[src/rtl/fifo_rv.sv]
// First-word-fall-through FIFO with valid/ready on both sides, threshold flags,
// synchronous flush and a peak-occupancy monitor. Optional bypass: FIFO_RV_BYPASS_EN.
module fifo_rv #(
  parameter int PTR_W    = 4,
  parameter int DATA_W   = 8,
  parameter int AF_LEVEL = (2**PTR_W) - 2,
  parameter int AE_LEVEL = 2
) (
  input  logic              clk,
  input  logic              rst_n,
  input  logic              flush,
  input  logic              in_valid,
  output logic              in_ready,
  input  logic [DATA_W-1:0] in_data,
  output logic              out_valid,
  input  logic              out_ready,
  output logic [DATA_W-1:0] out_data,
  output logic [PTR_W:0]    level,
  output logic              almost_full,
  output logic              almost_empty,
  output logic [PTR_W:0]    max_level
);

  localparam int SIZE = 2**PTR_W;
  localparam logic [PTR_W:0] SIZE_L = (PTR_W+1)'(SIZE);
  localparam logic [PTR_W:0] AF_L   = (PTR_W+1)'(AF_LEVEL);
  localparam logic [PTR_W:0] AE_L   = (PTR_W+1)'(AE_LEVEL);

  // Handshake: a word moves on a side only in a cycle where valid && ready are
  // both high at the rising edge; flush forces both readies/valids low.
  logic [DATA_W-1:0] mem [SIZE];
  logic [PTR_W:0]    wrptr;
  logic [PTR_W:0]    rdptr;
  logic [PTR_W:0]    max_q;
  logic [PTR_W:0]    level_w;
  logic [PTR_W:0]    next_level;
  logic              full;
  logic              empty;
  logic              fifo_valid;
  logic              byp_pass;
  logic              push;
  logic              pop;

  assign level_w    = wrptr - rdptr;
  assign full       = (level_w == SIZE_L);
  assign empty      = (level_w == '0);
  assign in_ready   = !full && !flush;
  assign fifo_valid = !empty && !flush;

`ifdef FIFO_RV_BYPASS_EN
  // An empty FIFO presents the producer's word directly; if taken, it is never stored.
  assign byp_pass  = empty && !flush && in_valid && out_ready;
  assign out_valid = (empty && !flush) ? in_valid : fifo_valid;
  assign out_data  = empty ? in_data : mem[rdptr[PTR_W-1:0]];
`else
  assign byp_pass  = 1'b0;
  assign out_valid = fifo_valid;
  assign out_data  = mem[rdptr[PTR_W-1:0]];
`endif

  assign push = in_valid && in_ready && !byp_pass;
  assign pop  = fifo_valid && out_ready;

  always_comb begin
    next_level = level_w;
    case ({push, pop})
      2'b10:   next_level = level_w + 1'b1;
      2'b01:   next_level = level_w - 1'b1;
      default: next_level = level_w;
    endcase
  end

  always_ff @(posedge clk or negedge rst_n) begin
    if (!rst_n) begin
      wrptr <= '0;
      rdptr <= '0;
      max_q <= '0;
    end else if (flush) begin
      wrptr <= '0;
      rdptr <= '0;
      max_q <= '0;
    end else begin
      if (push) wrptr <= wrptr + 1'b1;
      if (pop)  rdptr <= rdptr + 1'b1;
      if (next_level > max_q) max_q <= next_level;
    end
  end

  // Storage is deliberately not reset; only the pointers define what is valid.
  always_ff @(posedge clk) begin
    if (push) mem[wrptr[PTR_W-1:0]] <= in_data;
  end

  assign level        = level_w;
  assign almost_full  = (level_w >= AF_L);
  assign almost_empty = (level_w <= AE_L);
  assign max_level    = max_q;

endmodule

[config.mk]
export PLATFORM = sky130hd
export DESIGN_NAME = fifo_rv
export DESIGN_NICKNAME = d
export VERILOG_FILES = /design/src/rtl/fifo_rv.sv
export SDC_FILE = /design/constraint.sdc
export NUM_CORES = 1
export LEC_CHECK = 0
export CORE_AREA = 4 4 164 166
export CTS_BUF_LIST = sky130_fd_sc_hd__clkbuf_4 sky130_fd_sc_hd__clkbuf_8 sky130_fd_sc_hd__clkbuf_16
export DETAILED_ROUTE_END_ITERATION = 8
export DIE_AREA = 0 0 168 170
export PLACE_DENSITY = 0.44
export SLEW_MARGIN = 10
export SYNTH_ARGS = -nofsm -noshare
export SYNTH_HDL_FRONTEND = slang
export SYNTH_SLANG_ARGS = --single-unit
export TNS_END_PERCENT = 10
[constraint.sdc]
create_clock -name clk -period 4.9 [get_ports clk]
set_clock_uncertainty 0.2 [all_clocks]
set_input_delay 0.49 -clock clk [delete_from_list [all_inputs] [get_ports clk]]
set_output_delay 0.49 -clock clk [all_outputs]
set_load 0.01 [all_outputs]
* Word-level counts from Yosys, hierarchy flattened
Memory sizes are Yosys's and may differ from the RTL's.
Cells that the tools add are included.
** Storage, ports and cells
- Memories kept :: 1
- Bits in registers :: 15
- Input bits :: 13
- Bits in writable memories :: 128
- Output and inout port bits :: 22
- Word-level logic and storage cells :: 35
** Memories
- mem :: words 16, width 8, read ports 1, clocked after memory_dff 0, write ports 1, RTL line 31 : logic [DATA_W-1:0] mem [SIZE];
** Cells by class
- Equal/unequal tests :: 3
- Add/sub/neg operators :: 5
- Reductions and logical operators :: 11
- Order comparisons :: 3
- Muxes and demuxes :: 9
** Operator list (count)
- two-way mux 5 bit :: 6
- adder 5 x 1 -> 5 bit (second input constant) :: 3
- one-hot mux 5 bit (2 select lines) :: 1
- nonzero test 2 bit :: 3
- == test 5 bit (second input constant) :: 1
- greater-or-equal comparator 5 x 4 -> 1 bit (second input constant) :: 1
- > comparator 5 bit :: 1
- <= comparator 5 x 2 -> 1 bit (second input constant) :: 1
- zero test 5 bit :: 1
- subtractor 5 x 1 -> 5 bit (second input constant) :: 1
- subtractor 5 bit :: 1
- logical AND 1 bit :: 4
- zero test 1 bit :: 3
- == test 2 x 1 -> 1 bit (second input constant) :: 1
- == test 2 bit (second input constant) :: 1
- two-way mux 1 bit :: 2

* Logic depth before layout (Yosys ltp)
- Word-level depth :: 10
- Depth in mapped cells :: 24

* Worst setup path before layout
OpenSTA, ideal clock, no wires.
- Path kind :: reg-to-reg
- From :: reg wrptr[0]
- To :: reg max_q[4] (netlist: max_level[4])
- Clock period less this slack :: 5.070 ns
- Cell stages (with the launch flop) :: 24
- Setup slack :: -0.170 ns
- Arrival time :: 4.734 ns
- Buffers on the path :: 1
- Cells stage by stage :: dfrtp_1 > inv_1 > ha_1 > fa_1 > nand2b_1 > a21oi_1 > xor2_1 > inv_2 > a21oi_2 > inv_1 > ha_1 > clkbuf_1 > nor3_1 > a31oi_1 > nand3_1 > xnor2_1 > inv_1 > ha_1 > o21a_1 > o21a_1 > o21ai_0 > a22oi_1 > nor4b_1 > nor4_1
** On the way
- Cells in the longest elaborated chain, start to end :: 9
- Elaborated cells between the ends (all ways) :: 18
- Those cells by class :: add/sub (3); order compare (1); eq/ne (3); mux (3); reduce/logical (8)
** RTL lines
- from (decl) :: RTL line 32 : logic [PTR_W:0] wrptr;
- from (signal assigned) :: RTL line 83 : if (push) wrptr <= wrptr + 1'b1;
- subtractor 5 bit * :: RTL line 44 : assign level_w = wrptr - rdptr;
- via level[4] :: RTL line 18 : output logic [PTR_W:0] level,
- == test 5 bit or zero test 5 bit (tied branches) :: RTL line 45, 46
- zero test 1 bit (on tied branches) :: RTL line 47, 48
- logical AND 1 bit (on tied branches) :: RTL line 47, 48
- logical AND 1 bit (on tied branches) :: RTL line 61, 62
- == test 2 x 1 -> 1 bit or == test 2 bit (tied branches) :: RTL line 66 : case ({push, pop})
- one-hot mux 5 bit (2 select lines) * :: RTL line 66
- > comparator 5 bit or two-way mux 5 bit (tied branches) :: RTL line 85 : if (next_level > max_q) max_q <= next_level;
- nonzero test 2 bit (no source line) or two-way mux 5 bit (tied branches)
- to (signal assigned) :: RTL line 85
- to (decl) :: RTL line 34 : logic [PTR_W:0] max_q;
The timed path passes the listed nets; every way through them passes the cells marked *. The select of a mux whose other input is x is not followed.
A chain may end at the register's enable or synchronous reset.

* Worst setup path after layout
- From :: reg rdptr[0]
- To :: reg max_q[3] (netlist: max_level[3])
** On the way
- Cells in the longest elaborated chain, start to end :: 9
- Elaborated cells between the ends (all ways) :: 18
- Those cells by class :: add/sub (3); order compare (1); eq/ne (3); mux (3); reduce/logical (8)
** RTL lines
- from (decl) :: RTL line 33 : logic [PTR_W:0] rdptr;
- from (signal assigned) :: RTL line 84 : if (pop) rdptr <= rdptr + 1'b1;
- subtractor 5 bit * :: RTL line 44
- == test 5 bit or zero test 5 bit (tied branches) :: RTL line 45, 46
- zero test 1 bit (on tied branches) :: RTL line 47, 48
- logical AND 1 bit (on tied branches) :: RTL line 47, 48
- logical AND 1 bit (on tied branches) :: RTL line 61, 62
- == test 2 x 1 -> 1 bit or == test 2 bit (tied branches) :: RTL line 66
- one-hot mux 5 bit (2 select lines) * :: RTL line 66
- > comparator 5 bit or two-way mux 5 bit (tied branches) :: RTL line 85
- nonzero test 2 bit (no source line) or two-way mux 5 bit (tied branches)
Mark *: on every way between the ends. The rest lies on a longest branch, timed or not. The select of a mux whose other input is x is not followed.

==> summary.md <==
| Metric | Value |
|---|---|
| Synth area leaders | `edfxtp_1 61%, mux4_2 14%, dfrtp_1 6.0%` |
| Final Max Tran Viols | `0` |
| Post-Layout Cell Count | `798` |
| Reg2Reg Launch Point | `rdptr[0]$_DFFE_PN0P_` |
| FILL cells | `2,486` |
| Clock latency on the worst-skew pair | `0.41 ns` |
| WL final | `around 15,000 µm` |
| Total GRT Usage | `10.7%` |
| Worst relative slew slack | `~24%` |
| Lkg Pwr | `between 2 and 3 nW` |
| Nets | `480` |
| Power per cell area | `589 mW/mm²` |
| Status | `complete, no violations` |
| MaxCap Viol Count | `0` |
| TritonCTS clock tree | `done` |
| First-pass GRT wire length | `around 23,000 µm` |
| Max frequency | `around 210 MHz` |
| Worst slack, placed | `-0.0551 ns` |
| Antenna viol nets, final | `0` |
| Cells after Synth | `362` |
| CP Launch Point | `rdptr[0]$_DFFE_PN0P_` |
| Layout cells sized above 1 | `31.3%` |
| Post-synth EDFFs | `128` |
| Row cnt | `59` |
| Setup TNS | `0 ns` |
| Antenna violations before repair | `0` |
| HP Class | `flop to flop` |
| Final core occ | `between 30 and 40%` |
| Synthesis-to-finish area growth | `28.2%` |
| Final Hold Viols | `0` |
| Asr flop ratio synth | `10.5%` |
| #FFs+latches synth | `roughly 140` |
| Post-DP HPWL | `9360 µm` |
| Clock sink count | `between 100 and 150` |
| Pin count of the biggest net entering global routing | `36` |
| Critical path type | `flop to flop` |
| H-Tree Depth | `4` |
| Wire per inst | `between 15 and 20 µm` |
| Post-synth top area share | `61.4%` |
| Clk pin slew, worst setup/hold paths | `0.06 ns` |
| # diodes | `0` |
| CTS max path bufs | `2` |
| Final worst setup slack | `0.164 ns` |
| Final instance area | `0.00803 mm²` |
| CP max FO | `6` |
| Root buf cell | `clkbuf_16` |
| Yosys warns | `0` |
| Fin crit period | `4.74 ns` |
| Routed vias | `roughly 3,500` |
| # DRC | `0` |
| Startpoint types | `flop` |
| Total Power | `4.73 mW` |
| Data required time of the worst path | `5.02 ns` |
| Proportion of synthesized chip area in sequential cells | `67.4%` |
| Actual slew at the worst max-slew pin | `approximately 1.1 ns` |
| CP endpoint kind | `flop` |
| HP Start | `wrptr[4]$_DFFE_PN0P_` |
| Cts bufs inserted | `17` |
| Max IR drop VDD | `0.320 mV` |
| Synth Net Count | `about 390` |
| Area after DPL | `0.00725 mm²` |
| Final GP Congestion | `about 0.77` |
| Die area | `0.0286 mm²` |
| Die Wd | `168 µm` |
| DR vias/cell | `between 4 and 5` |
| DP Cell Count | `753` |
| Fin Hold WS | `0.301 ns` |
| # IOs | `35` |
| Final period util | `a little over nine tenths` |
| Mapped Area | `0.00626 mm²` |
| Yosys top cell by area | `edfxtp_1` |
| Overall die height | `170 µm` |
| DRT Pass-1 Iters | `5` |
| Initial Utilization | `24.4%` |
| Synth Flop Type | `edfxtp_1` |
| RSZ-0062 raised after global routing | `yes` |
| Core Box Area | `between 0.02 and 0.03 mm²` |
| Total grt overflow | `0` |
| # setup viols final | `0` |
| IO buf count | `34` |
| Synth unique cells | `47` |
| Mapped Avg Cell Area | `17.3 µm²` |
| Initial drt markers | `between 200 and 250` |
| Worst path arrival time | `approximately 5 ns` |
| Vias in the first global route | `3,651` |
==> critical path, cell delays in order, from the launching register on <==
cell and delay, ns:
dfrtp_2 0.42, ha_4 0.17, fa_2 0.39, xor2_2 0.24, inv_2 0.06, a211o_1 0.32
nand2_4 0.12, mux2i_2 0.23, nand2_1 0.09, xnor2_1 0.15, ha_2 0.22, a21oi_4 0.17
nor3_2 0.05, a31oi_1 0.15, nand3_1 0.13, xnor2_2 0.21, inv_2 0.07, ha_4 0.26
o21a_1 0.11, o21a_1 0.12, o21ai_2 0.05, a22oi_2 0.28, buf_4 0.20, nor2_1 0.04
a311oi_1 0.18
==> cells in the mapped netlist, types with 2 or more instances <==
cell type	instances
nand3_1	3
buf_1	4
a21oi_2	2
o31ai_1	3
ha_1	16
a31oi_1	3
inv_1	14
xnor2_1	9
mux2i_1	3
nor3_1	7
or3_1	2
and4_1	2
a21oi_1	8
nand2_1	13
inv_2	3
edfxtp_1	128
dfrtp_1	15
nand4_1	6
xor2_1	5
mux4_2	40
nand2b_1	6
nor2b_1	3
nor2_1	31
clkbuf_1	9
o21a_1	2
o21ai_0	2
a211oi_1	3
==> timing repair <==
item	CTS	global route
hold buffers	0	0
buffers inserted	0	13
pin swaps	1	17
cloned	0	0
resized for setup	2	19
setup endpoints to repair	4	5
==> layer usage <==
layer  track usage (%)  share of wire (%)
met1              14.2                 45
met2              17.7                 50
met3              2.58                3.6
met4              2.82                1.2
met5                 0                  0
==> cells by family (layout without fill, tap and decap cells) <==
kind of cell               count (synthesis)  after routing  synth area share, %
DFF                                      143            143                 67.4
and+or+nand+nor                           80             80                 6.32
adders and majority gates                 17             17                 3.52
AOI/OAI and AO/OA                         32             32                 3.60
muxes                                     44             44                 15.0
xor gates and xnor gates                  15             15                 2.22
buffers and inverters                     31            132                 1.92
==> power by group <==
group	internal [mW]	total (mW)	switching [mW]
Combinational	1.06	2.04	0.983
Clock	0.758	1.28	0.520
Sequential	1.38	1.41	0.0276
Total	3.20	4.73	1.53
==> layout by cell type, fill, tap and decap left out, types with 4 or more instances in the layout <==
cell,instances
a21oi_1,6
nand2b_1,6
nor3_1,5
xnor2_1,8
inv_1,12
inv_6,4
xor2_1,4
clkdlybuf4s50_1,34
edfxtp_1,128
inv_2,5
clkbuf_16,17
buf_4,49
mux4_2,40
ha_1,13
nand4_1,6
nor2_1,31
dfrtp_1,14
nand2_1,13
==> state kept, by name (all words and copies together), names as in the netlist <==
| signal | flops |
|---|---|
| wrptr | 5 |
| rdptr | 5 |
| mem | 128 |
| max_level | 5 |
==> final timing paths <==
path                                             to  slack, ns  cells past startpoint
hold reg to reg                wrptr[4]$_DFFE_PN0P_       0.30                      1
hold / removal                 wrptr[4]$_DFFE_PN0P_       0.30                      1
setup / recovery           max_level[3]$_DFFE_PN0P_       0.16                     24
max in group asynchronous      rdptr[0]$_DFFE_PN0P_       3.63                      1
setup reg to reg           max_level[3]$_DFFE_PN0P_       0.16                     24
min in group asynchronous      rdptr[0]$_DFFE_PN0P_       0.33                      1
==> area by class of cell <==
type	instances	area, µm²	area share (%)
tap	335	419	5.22
sequential	143	4220	52.6
clock buffer	17	425	5.30
inverter	17	63.8	0.795
clock inverter	15	159	1.98
multi-input combinational	188	2030	25.3
timing repair buffer	83	708	8.82
(Power assumes the default switching activity.)
